===== src/rtl/shift_right_logical_32_pkg.sv =====
// Shared ALU constants and helpers for the logical right shifter.
// Shift-amount range detection lives here so other ALU units can reuse it.
package shift_right_logical_32_pkg;

    localparam int DATA_W  = 32'd32;
    localparam int SHAMT_W = 32'd5;

    // Any set bit above the barrel-shifter select field means the shift is >= DATA_W.
    function automatic logic is_out_of_range(input logic [DATA_W-1:0] amt);
        return |amt[DATA_W-1:SHAMT_W];
    endfunction

endpackage


===== src/rtl/shift_right_logical_32_srl_stage.sv =====
// One stage of the log barrel shifter: passes data through or shifts it
// right by a fixed distance with zero fill, chosen by one shift-amount bit.
module srl_stage
    import shift_right_logical_32_pkg::*;
#(
    parameter int unsigned SHIFT = 32'd1
) (
    input  logic              sel,
    input  logic [DATA_W-1:0] din,
    output logic [DATA_W-1:0] dout
);

    logic [DATA_W-1:0] dout_s;

    // Select between the unshifted and the fixed-distance shifted word.
    always_comb begin
        dout_s = din;
        if (sel) begin
            dout_s = din >> SHIFT;
        end else begin
            dout_s = din;
        end
    end

    assign dout = dout_s;

endmodule


===== src/rtl/shift_right_logical_32.sv =====
// Registered 32-bit logical right shifter; shift amounts of 32 or more give zero.
// Five barrel stages feed an overflow mask and a single output register.
module shift_right_logical_32
    import shift_right_logical_32_pkg::*;
(
    input  logic              clk,
    input  logic              rst,
    input  logic              in_valid,
    input  logic [DATA_W-1:0] X,
    input  logic [DATA_W-1:0] Y,
    output logic [DATA_W-1:0] Z,
    output logic              out_valid
);

    logic [DATA_W-1:0] stage_s [0:SHAMT_W];
    logic [DATA_W-1:0] result_s;
    logic              out_of_range_s;
    logic [DATA_W-1:0] z_r;
    logic              valid_r;

    assign stage_s[0] = X;

    genvar g;
    generate
        for (g = 0; g < SHAMT_W; g++) begin : g_stage
            srl_stage #(
                .SHIFT (32'd1 << g)
            ) u_stage (
                .sel  (Y[g]),
                .din  (stage_s[g]),
                .dout (stage_s[g+1])
            );
        end
    endgenerate

    assign out_of_range_s = is_out_of_range(Y);

    // Force zero when the full unsigned shift amount reaches the word width.
    always_comb begin
        result_s = stage_s[SHAMT_W];
        if (out_of_range_s) begin
            result_s = {DATA_W{1'b0}};
        end else begin
            result_s = stage_s[SHAMT_W];
        end
    end

    // Output register: Z holds across idle cycles, valid tracks the previous accept.
    always_ff @(posedge clk) begin
        if (rst) begin
            z_r     <= {DATA_W{1'b0}};
            valid_r <= 1'b0;
        end else if (in_valid) begin
            z_r     <= result_s;
            valid_r <= 1'b1;
        end else begin
            z_r     <= z_r;
            valid_r <= 1'b0;
        end
    end

    assign Z         = z_r;
    assign out_valid = valid_r;

endmodule


===== config.mk =====
export PLATFORM = sky130hd
export DESIGN_NAME = shift_right_logical_32
export DESIGN_NICKNAME = d
export VERILOG_FILES = /design/src/rtl/shift_right_logical_32_pkg.sv /design/src/rtl/shift_right_logical_32_srl_stage.sv /design/src/rtl/shift_right_logical_32.sv
export SDC_FILE = /design/constraint.sdc
export NUM_CORES = 1
export LEC_CHECK = 0
export CELL_PAD_IN_SITES_DETAIL_PLACEMENT = 1
export CELL_PAD_IN_SITES_GLOBAL_PLACEMENT = 1
export CORE_ASPECT_RATIO = 0.6
export CORE_MARGIN = 4
export CORE_UTILIZATION = 35
export DETAILED_ROUTE_END_ITERATION = 10
export PLACE_DENSITY_LB_ADDON = 0.1
export SYNTH_ARGS = -nofsm -noshare
export SYNTH_HDL_FRONTEND = slang
export SYNTH_SLANG_ARGS = --single-unit

===== constraint.sdc =====
create_clock -name clk -period 2 [get_ports clk]
set_input_delay 0.4 -clock clk [delete_from_list [all_inputs] [get_ports clk]]
set_output_delay 0.4 -clock clk [all_outputs]
set_load 0.005 [all_outputs]

Word level (Yosys, flattened, before mapping)
Index checks and enable logic that the tools add are counted.
{"block": "word_totals", "reg_bits": 33, "latch_bits": 0, "ramBits": 0, "romBits": 0, "in_bits": 67, "wordCells": 10, "memories": 0}
{"block": "op_classes", "addsub": 0, "multipliers": 0, "div_mod_pow": 0, "magnitude_cmp": 0, "n_eq_ne": 0, "shifts": 0, "n_mux": 7, "n_bitwise": 0, "reduce_logical": 1}
{"operator": "32-bit 2-to-1 mux", "n": 6}
{"operator": "27-bit OR reduction", "n": 1}
{"operator": "1-bit 2-to-1 mux", "n": 1}

Depth between registers and ports, before layout
Gate-level depths: netlist of the first run.
{"block": "depth", "word_depth": 6, "ltp_mapped": 8, "mapped_depth_nobuf": 5}

Hierarchy
Synthesis of the first run repeated with hierarchy kept, for this count alone.
{"block": "unflattened", "cells_unflattened": 334, "area_unflattened_um2": 3732.3}
{"mod": "shift_right_logical_32", "instances": 1, "cells_each": 156, "area_each_um2": 1508.9, "seq_area_each_um2": 660.6}
{"mod": "srl_stage (g_stage[0].u_stage)", "instances": 1, "cells_each": 36, "area_each_um2": 535.5, "seq_area_each_um2": 0.0}
{"mod": "srl_stage (g_stage[1].u_stage)", "instances": 1, "cells_each": 36, "area_each_um2": 523.0, "seq_area_each_um2": 0.0}
{"mod": "srl_stage (g_stage[2].u_stage)", "instances": 1, "cells_each": 36, "area_each_um2": 503.0, "seq_area_each_um2": 0.0}
{"mod": "srl_stage (g_stage[3].u_stage)", "instances": 1, "cells_each": 35, "area_each_um2": 354.1, "seq_area_each_um2": 0.0}
{"mod": "srl_stage (g_stage[4].u_stage)", "instances": 1, "cells_each": 35, "area_each_um2": 307.8, "seq_area_each_um2": 0.0}

Worst setup path before layout of the first run
Ideal clock, no wire load.
{"block": "synth_path", "path_kind": "input port to flip-flop", "from": "input port Y[0]", "to": "register z_r[22] (netlist: Z[22])", "t_arrival_ns": 1.719, "t_required_ns": 1.872, "slack_ns": 0.153, "cell_stages": 6, "path_buffers": 1, "cell_sequence": "buf_4 mux4_2 a22o_1 a31o_2 a22oi_1 nor2_1"}
{"block": "synth_between", "elab_chain_cells": 6}
{"element": "start, declared", "line_no": "shift_right_logical_32.sv:10", "text": "input logic [DATA_W-1:0] Y,"}
{"element": "32-bit 2-to-1 mux (5 in series)", "line_no": "shift_right_logical_32_srl_stage.sv:18", "text": "if (sel) begin"}
{"element": "32-bit 2-to-1 mux", "line_no": "shift_right_logical_32.sv:41", "text": "if (out_of_range_s) begin"}
{"element": "end signal, assigned", "line_no": "shift_right_logical_32.sv:51", "text": "z_r <= {DATA_W{1'b0}};"}
{"element": "end signal, assigned", "line_no": "shift_right_logical_32.sv:54", "text": "z_r <= result_s;"}
{"element": "end signal, assigned", "line_no": "shift_right_logical_32.sv:57", "text": "z_r <= z_r;"}
{"element": "end, declared", "line_no": "shift_right_logical_32.sv:18", "text": "logic [DATA_W-1:0] z_r;"}
Every way passes these cells.
A chain may end at the register's enable or synchronous reset.

Worst setup path after layout of the first run
{"block": "layout_path", "from": "input port X[21]", "to": "register z_r[0] (netlist: Z[0])"}
{"block": "layout_between", "elab_chain_cells": 6}
{"element": "start, declared", "line_no": "shift_right_logical_32.sv:9", "text": "input logic [DATA_W-1:0] X,"}
{"element": "32-bit 2-to-1 mux (5 in series)", "line_no": "shift_right_logical_32_srl_stage.sv:18"}
{"element": "32-bit 2-to-1 mux", "line_no": "shift_right_logical_32.sv:41"}
Every way passes these cells.

==> results of run 1 <==
[per-stage QoR]
step | setup WS, ps | utilization [%] | hold WS (ps)
after CTS | -15.85 | 59.95 | 454.7
final | 10.81 | 62.92 | 452.2
after global routing | -44.34 | 62.92 | 486.6
after global placement | -403.1 | 57.59 | 442.2
after floorplan | 153.0 | - | 443.9
after detailed placement | -473.2 | 57.59 | 447.6
[metal layers]
metal | vias up | global-route usage [%] | routed length, um
li1 | 1540 | - | -
met1 | 1772 | 35.29 | 6047
met2 | 199 | 40.19 | 6446
met3 | 14 | 5.816 | 1301
met4 | 0 | 2.141 | 85
met5 | - | 0 | 0
[timing repair]
action	in CTS	in global routing
cloned	1	3
buffers inserted	2	3
setup endpoints to repair	17	31
pin swaps	3	18
resized for setup	10	55
[power breakdown]
group | switching [W] | total (W) | leakage (nW) | internal (W)
sequential | 0.000000203 | 0.000659 | 0.266 | 0.000659
clock | 0.000289 | 0.000746 | 0.0706 | 0.000457
combinational | 0.000414 | 0.000883 | 1.88 | 0.000469
total | 0.000704 | 0.00229 | 2.22 | 0.00158
[cell usage after synthesis (8+ instances only)]
cell type / count / area, um^2
a21oi_1: 15 / 75.07
a22oi_1: 10 / 75.07
a32oi_1: 10 / 87.58
buf_2: 9 / 45.04
clkbuf_1: 11 / 41.29
dfxtp_1: 33 / 660.6
mux2i_1: 36 / 360.4
mux4_2: 32 / 720.7
nand2_1: 42 / 157.7
nand3_1: 8 / 40.04
nor2_1: 20 / 75.07
o22ai_1: 8 / 50.05
[worst max-delay path, delay by kind of cell]
kind / cells / cell delay [ps]
buffers and inverters: 1 / 530
AO/OA/AOI/OAI: 2 / 270
multiplexers: 3 / 940
[sequential cells by signal, indices dropped and copies added, names as in the netlist]
name / count
Z: 32
out_valid: 1
[final cells by class]
cell class	count	area, um^2	area share (%)
Clock inverter	2	10.01	0.1964
Tap cell	108	135.1	2.651
Inverter	6	22.52	0.4418
Clock buffer	6	128.9	2.528
Sequential cell	33	660.6	12.96
Timing Repair Buffer	189	1872	36.72
Multi-Input combinational cell	239	2268	44.50
[worst min path at each step]
stage / from / to / depth (start not counted)
2_1_floorplan: Z[21] / Z[21] / 2
3_3_place_gp: Z[17] / Z[17] / 2
4_1_cts: Z[17] / Z[17] / 2
3_5_place_dp: Z[17] / Z[17] / 2
5_1_grt: Z[19] / Z[19] / 2
6_report: Z[17] / Z[17] / 2
[cell families after synthesis]
family	synth area share, %
flip-flops	22.03
AND/OR/NAND/NOR	17.44
AO/OA/AOI/OAI	16.10
buffers and inverters	5.757
multiplexers	38.67
==> metrics.cfg, run 1 <==
[run_status]
outcome=complete, no violations

[setup_path]
arrival_ps=2150
cp-end-kind=register
r2r_cells=3
reg2reg_slack_ps=1150
cp.required_ps=2160
crit_fanout=6
crit_chain=clkdlybuf4s50_1 -> mux4_2 -> mux2i_2 -> mux2i_1 -> a22oi_1 -> o21ai_1
crit_type=primary input to register
cp-start-kind=primary input
cpPeakStageDelay_ps=540
slowest_stage=mux4_2
crit_end=Z[0]
r2r_start=Z[3]
worstSetupStartpoint=X[21]
regToRegEndpoint=Z[3]

[route]
drt-initial-drc-count=252
ant_nets=0
post_drt_wl_per_cell_um=23.81
first_pass_iters=5
vias=3525
routed_wl_um=13880
vias_per_cell=6.046
drt_drc_violations_left=0

[clock_network]
h-tree-depth=2
cts.sinks=33
holdBufCountCts=0
cts_buffers=5
cts_tree=yes
clkTransAtPathRegs_ps=50
cts_buffer_depth=2
cts_root_buffer=clkbuf_16
clock_latency_ps=280

[sta]
setup_violations=0
min_period_over_period_pct=99.46
relSlewSlack_pct=37.11
tightest_slew_ps=939.8
tns_ps=0
fin_skew_ps=0
hold_viol=0
period_minus_slack_ps=1989
fmax_ghz=0.5027
maxSlewViolCount=0

[pwr]
total_power_w=0.002288
powerDensity_nw_per_um2=448.9
vdd_drop_max_mv=0.2767
p_leak_nw=2.217

[synthesis]
syn_inst=305
ys_seq_area_share_pct=22.03
synth_nets=372
synth_flop_cell=dfxtp_1
syn_area_um2=2999
synth-edff-count=0
ys_seq_elements=33
ys_async_sr_fraction_pct=0
yosysUniqueCellTypes=36
syn_avg_cell_area_um2=9.833
yosysWarnings=0

[placed_design]
placed_area_um2=4666
portBuffers=99
gp_congestion=0.8580
place_inst=566
hpwl_um=9990

[global_route]
grt_first_pass_wirelength_um=19700
grt_use_total_pct=24.87
grt_max_degree=21
overflow=0
grt_antenna_before_repair=0
grt_pass1_vias=3514

[floorplan]
die_x_um=127.5
die_y_um=79.71
die_area_um2=10160
core_um2=8102
ios=100
initial_core_util_pct=37.02
num_rows=25

[layout]
drive_gt1_share_pct=34.95
final_common_cell=buf_4
antenna_cells=0
fillers=861
final_cell_mix=buf_4, clkdlybuf4s50_1, nand2_1
final_cells=583
finish.instance_area_um2=5097
nNetsFinal=541
syn2layout_area_growth_pct=69.96

[flow_run]
drv_cap=0

[hold_path]
hold_path.class=register to register

Note: power is estimated with default switching activity, not from simulation.
==> run 2, diff against run 1 <==
==> constraint.sdc (replaced) <==
create_clock -name clk -period 2 [get_ports clk]
set_input_delay 0.3 -clock clk [delete_from_list [all_inputs] [get_ports clk]]
set_output_delay 0.3 -clock clk [all_outputs]
set_load 0.005 [all_outputs]
==> metrics.cfg, run 2 (synthesized netlist as in run 1, its figures left out) <==
[clock_network]
holdBufCountCts=0  ; unchanged
cts.sinks=33  ; unchanged
cts_buffers=5  ; unchanged
cts_root_buffer=clkbuf_16
clkTransAtPathRegs_ps=50  ; about the same
cts_buffer_depth=2  ; unchanged
cts_tree=yes
h-tree-depth=2  ; unchanged
clock_latency_ps=280  ; about the same

[pwr]
power_frac_seq_pct=29.3  ; +0.5 points
intPower_w=0.001589  ; +0.30%
combPwrFrac_pct=36.3  ; -2.3 points
clock_power_share_pct=34.4  ; +1.8 points
powerDensity_nw_per_um2=466.3  ; +3.9%
vdd_drop_max_mv=0.3514  ; +27%
p_leak_nw=1.897  ; -14%
total_power_w=0.002250  ; -1.7%
switching_share_pct=29.36  ; -1.4 points
power_switching_w=0.0006606  ; -6.1%

[setup_path]
cp-end-kind=register
reg2reg_slack_ps=1210  ; +60 ps
crit_type=primary input to register
arrival_ps=2110  ; -40 ps
cp.required_ps=2160  ; about the same
crit_fanout=5  ; -1
cp-start-kind=primary input

[route]
vias=3342  ; -5.2%
first_pass_iters=4  ; -1
m1WireLength_um=5651  ; -6.5%
vias_per_cell=5.843  ; -3.4%
ant_nets=0  ; unchanged
routed.top_layer=met4
post_drt_wl_per_cell_um=21.36  ; -10%
drt_drc_violations_left=0  ; unchanged
drt-initial-drc-count=292  ; +16%
route.met3.wl_um=1272  ; -2.2%
routed_wl_um=12220  ; -12%
route.met2.wl_um=5157  ; -20%

[sta]
fin_skew_ps=0  ; unchanged
rsz0062_at_grt=false
hold_viol=0  ; unchanged
fin_hold_ws_ps=450.8  ; -1.385 ps
period_minus_slack_ps=1948  ; -40.75 ps
min_period_over_period_pct=97.42  ; -2.0 points
tightest_slew_ps=883.8  ; -55.99 ps
maxSlewViolCount=0  ; unchanged
setup_violations=0  ; unchanged
relSlewSlack_pct=40.86  ; +3.7 points
fmax_ghz=0.5132  ; +2.1%

[floorplan]
die_area_um2=10160  ; unchanged
num_rows=25  ; unchanged
core_um2=8102  ; unchanged
die_y_um=79.71  ; unchanged
die_x_um=127.5  ; unchanged
initial_core_util_pct=37.02  ; unchanged
ios=100  ; unchanged

[layout]
final_common_cell=clkdlybuf4s50_1
largest_reg_flops=32  ; unchanged
syn2layout_area_growth_pct=60.87
drive_gt1_share_pct=30.82  ; -4.1 points
nNetsFinal=531  ; -1.8%
final_cell_mix=clkdlybuf4s50_1, buf_4, nand2_1
antenna_cells=0  ; unchanged

[global_route]
grt_pass1_vias=3394  ; -3.4%
grt_use_total_pct=23.47  ; -1.4 points
grt_antenna_before_repair=0  ; unchanged
overflow=0  ; unchanged
grt_first_pass_wirelength_um=18690  ; -5.1%
grt_max_degree=21  ; unchanged

[run_status]
outcome=complete, no violations

[flow_run]
drv_cap=0  ; unchanged

[placed_design]
portBuffers=99  ; unchanged
gp_congestion=0.9026  ; +5.2%
hpwl_um=9524  ; -4.7%

[hold_path]
hold_path.class=register to register

run 2: changes by cell type in the layout (fill, tap and decap cells not counted), moves of 3 or more:
| cell | delta |
|---|---|
| nor4_2 | -3 |
| buf_6 | -5 |
| dlygate4sd2_1 | -5 |
| clkdlybuf4s50_1 | +28 |
| buf_12 | -3 |
| mux2i_1 | +6 |
| dlymetal6s2s_1 | -23 |
| mux2i_2 | -6 |
| nor4_1 | +3 |
run 2: routing by layer:
metal,vias up,GRT usage (%)
li1,1522,-
met4,0,2.891
met5,-,0
met1,1657,33.46
met3,13,9.425
met2,150,34.16
run 2: worst paths after layout:
path | end | depth (start not counted) | start
min | Z[17] | 2 | Z[17]
max reg2reg | Z[3] | 3 | Z[3]
max | Z[10] | 7 | X[20]
min reg2reg | Z[17] | 2 | Z[17]
run 2: repair_timing:
| item | CTS | global route |
|---|---|---|
| gates cloned | 0 | 2 |
| setup buffers | 0 | 3 |
| pin swaps | 0 | 1 |
| setup endpoints to repair | 1 | 16 |
| resized for setup | 1 | 13 |
| endpoints found under the hold margin | 0 | 0 |
run 2: critical path: stages:
cell             delay, ps
clkdlybuf4s50_1        490
buf_4                  180
mux4_2                 470
mux2i_1                310
nor2_1                  70
a21oi_1                180
o22ai_1                110
run 2: layout make-up:
cell class	instances	area, um^2
fillers	911	3277
multi-input cells	239	2188
repair buffers	179	1672
flip-flops and latches	33	660.6
clock buffers	6	138.9
well taps	108	135.1
inverters	6	22.52
clock inverters	1	7.507
run 2: power by group through the flow:
stage | logic, W | clock network (W) | registers [W]
6_report | 0.000817 | 0.000774 | 0.000659
5_1_grt | 0.000869 | 0.000810 | 0.000659
4_1_cts | 0.000788 | 0.000781 | 0.000659
3_5_place_dp | 0.000783 | 0 | 0.000673
3_3_place_gp | 0.000766 | 0 | 0.000673
2_1_floorplan | 0.000380 | 0 | 0.000673
run 2: stage by stage:
stage / instances / setup WS, ps / instance area (um^2) / setup TNS [ps] / utilization (%)
2_1_floorplan: 305 / 253.0 / 2999 / 0 / -
3_3_place_gp: 560 / -266.2 / 4583 / -4623 / 56.57
3_5_place_dp: 560 / -310.3 / 4583 / -5843 / 56.57
4_1_cts: 567 / 1.206 / 4730 / 0 / 58.38
5_1_grt: 572 / 0.6593 / 4825 / 0 / 59.55
6_report: 572 / 51.56 / 4825 / 0 / 59.55
==> run 3, diff against run 2 <==
--- a/config.mk
+++ b/config.mk
@@ -9,9 +9,10 @@
 export CELL_PAD_IN_SITES_GLOBAL_PLACEMENT = 1
 export CORE_ASPECT_RATIO = 0.6
 export CORE_MARGIN = 4
-export CORE_UTILIZATION = 35
+export CORE_UTILIZATION = 39
 export DETAILED_ROUTE_END_ITERATION = 10
-export PLACE_DENSITY_LB_ADDON = 0.1
+export PLACE_DENSITY = 0.8
 export SYNTH_ARGS = -nofsm -noshare
 export SYNTH_HDL_FRONTEND = slang
+export SYNTH_HIERARCHICAL = 1
 export SYNTH_SLANG_ARGS = --single-unit
==> metrics.cfg, run 3 <==
[setup_path]
cpPeakStageDelay_ps=310  ; -180 ps
crit_fanout=8  ; +3
crit_type=primary input to register
critical_path_buf_inv_count=2  ; unchanged
cp.required_ps=2160  ; about the same
cp.depth=9  ; +2
arrival_ps=2180  ; +70 ps
crit_top_cell=mux2_4
slowest_stage=mux2_4
r2r_cells=2  ; -1
critical_path.top_delay_family=multiplexers
crit_chain=buf_12 -> buf_12 -> mux2_4 -> mux2_4 -> mux2_4 -> mux2_4 -> mux2_4 -> nand3_2 -> o31ai_2
cp-end-kind=register
cp-start-kind=primary input

[pwr]
power_switching_w=0.0006682  ; +1.2%
p_leak_nw=2.149  ; +13%
intPower_w=0.001866  ; +17%
powerDensity_nw_per_um2=488.2  ; +4.7%
combPwrFrac_pct=37.6  ; +1.3 points
total_power_w=0.002535  ; +13%
vdd_drop_max_mv=0.3241  ; -7.8%
switching_share_pct=26.36  ; -3.0 points
clock_power_share_pct=36.4  ; +2.0 points
power_frac_seq_pct=26.0  ; -3.3 points

[flow_run]
drv_cap=0  ; unchanged

[synthesis]
synth_nets=401  ; +7.8%
yosysMostFrequentCell=mux2_4
synth_top_cell_area_share_pct=33.39  ; +9.4 points
synth-edff-count=0  ; unchanged
synth_flop_cell=dfxtp_1
synth.largest_area_cell=mux2_4
ys_seq_area_share_pct=17.70  ; -4.3 points
yosysWarnings=6  ; +6
syn_inst=334  ; +9.5%
netlist_top_cells_count=mux2_4, mux2_2, dfxtp_1, nand2_1, nand3_1
ys_async_sr_fraction_pct=0  ; unchanged
syn_area_um2=3732  ; +24%
synth_area_leaders=mux2_4, dfxtp_1, mux2_2
yosysUniqueCellTypes=21  ; -42%
syn_avg_cell_area_um2=11.17  ; +14%
ys_seq_elements=33  ; unchanged

[layout]
fillers=987  ; +8.3%
largest_reg_flops=32  ; unchanged
drive_gt1_share_pct=49.29  ; +18 points
seqCellArea_um2=660.6  ; unchanged
final_common_cell=mux2_4
final_cells=554  ; -3.1%
nNetsFinal=490  ; -7.7%
multi_input_area_um2=2932  ; +34%
antenna_cells=0  ; unchanged
finish.instance_area_um2=5192  ; +7.6%
syn2layout_area_growth_pct=39.12
final_cell_mix=mux2_4, clkdlybuf4s50_1, dfxtp_1, nand2_1, dlygate4sd2_1

[global_route]
grt_pass1_vias=3090  ; -9.0%
grt_first_pass_wirelength_um=17950  ; -4.0%
grt_max_degree=34  ; +62%
overflow=0  ; unchanged
grt_antenna_before_repair=0  ; unchanged
grt_use_total_pct=20.06  ; -3.4 points

[placed_design]
place_inst=543  ; -3.0%
hpwl_um=8509  ; -11%
gp_congestion=0.7928  ; -12%
portBuffers=99  ; unchanged
placed_area_um2=4901  ; +6.9%

[route]
first_pass_iters=4  ; unchanged
drt_drc_violations_left=0  ; unchanged
drt-initial-drc-count=158  ; -46%
routed_wl_um=11520  ; -5.8%
vias=2910  ; -13%
ant_nets=0  ; unchanged
post_drt_wl_per_cell_um=20.79  ; -2.7%
vias_per_cell=5.253  ; -10%

[floorplan]
initial_core_util_pct=40.32  ; +3.3 points
die_area_um2=11250  ; +11%
core_um2=9256  ; +14%
die_x_um=134.3  ; +5.3%
ios=100  ; unchanged
num_rows=27  ; +8.0%
die_y_um=83.78  ; +5.1%

[sta]
hold_viol=0  ; unchanged
setup_ws_ps=-17.78  ; -69.34 ps
maxSlewViolCount=0  ; unchanged
setup_violations=1  ; +1
tightest_slew_ps=351.6  ; -532.2 ps
fin_skew_ps=0  ; unchanged
min_period_over_period_pct=100.9  ; +3.5 points
period_minus_slack_ps=2018  ; +69.34 ps
relSlewSlack_pct=76.56  ; +36 points
rsz0062_at_grt=true
tns_ps=-17.78  ; -17.78 ps
fmax_ghz=0.4956  ; -3.4%

[clock_network]
cts_tree=yes
cts_buffers=5  ; unchanged
postCtsSetupRepairBufs=0  ; unchanged
cts_buffer_depth=2  ; unchanged
h-tree-depth=2  ; unchanged
cts_root_buffer=clkbuf_16
clock_latency_ps=280  ; about the same
cts.sinks=33  ; unchanged
clkTransAtPathRegs_ps=60  ; about the same

[run_status]
violations=negative setup slack
outcome=finished, violations left

[hold_path]
hold_path.class=register to register
hold_depth=2  ; unchanged

-- run 3: cell types whose count changed in the layout (fill, tap and decap cells not counted), moves of 10 or more --
cell             change
mux2_4             +113
buf_4               -67
mux2i_1             -36
clkdlybuf4s50_1     -32
mux4_2              -32
dlygate4sd2_1       +31
o31ai_2             +30
nor2b_1             +25
nor2_1              -20
a21oi_1             -15
nand3_2             +15
a32oi_1             -10
-- run 3: final cells by class --
class	count	share of cell area (%)
clock inverters	1	0.5783
multi-input cells	267	56.46
repair buffers	116	24.36
flip-flops and latches	33	12.72
well taps	130	3.133
clock buffers	7	2.747
-- run 3: per-stage QoR --
stage / hold WS, ps / setup slack (ps) / utilization [%]
after detailed placement: 452.2 / -437.9 / 52.95
after global placement: 443.5 / -431.1 / 52.95
after global routing: 484.3 / -36.13 / 56.10
after CTS: 459.2 / 4.695 / 55.56
after floorplan: 449.5 / -147.8 / -
final: 454.3 / -17.78 / 56.10
-- run 3: layer usage --
layer  GRT usage (%)  part of all wire (%)  up-vias
met3           3.253                   3.7        6
met2           32.68                    47       68
met4           3.327                  0.48        0
li1                -                     -     1390
met5               0                     0        -
met1           28.27                    49     1446
-- run 3: cells by family (layout without fill, tap and decap cells) --
group,count (synthesis),after routing,synth area share (%)
multiplexers,129,129,47.27
AND/OR/NAND/NOR,106,106,15.32
buffers and inverters,34,124,9.252
flip-flops,33,33,17.70
AO/OA/AOI/OAI,32,32,10.46
-- run 3: final timing paths --
| check | from | end | slack [ps] |
|---|---|---|---|
| hold reg to reg | Z[29] | Z[29] | 450 |
| setup reg to reg | Z[12] | Z[12] | 1310 |
| setup / recovery | Y[0] | Z[9] | -20 |
| hold / removal | Z[29] | Z[29] | 450 |
-- run 3: what timing repair did --
action	CTS	global route
setup endpoints to repair	22	6
cloned	2	1
hold buffers	0	0
gates resized for setup	46	7
-- run 3: worst reg2reg max path: cells and delay by family, from the launching register on --
family / cells / cell delay, ps
simple gates: 1 / 110
flops: 1 / 380
compound gates: 1 / 100
-- run 3: power groups by stage --
stage	clock, W	combinational [W]	sequential, W
4_1_cts	0.000936	0.000923	0.000659
5_1_grt	0.000971	0.00100	0.000658
3_3_place_gp	0	0.000880	0.000673
6_report	0.000923	0.000953	0.000659
2_1_floorplan	0	0.000654	0.000673
3_5_place_dp	0	0.000901	0.000673
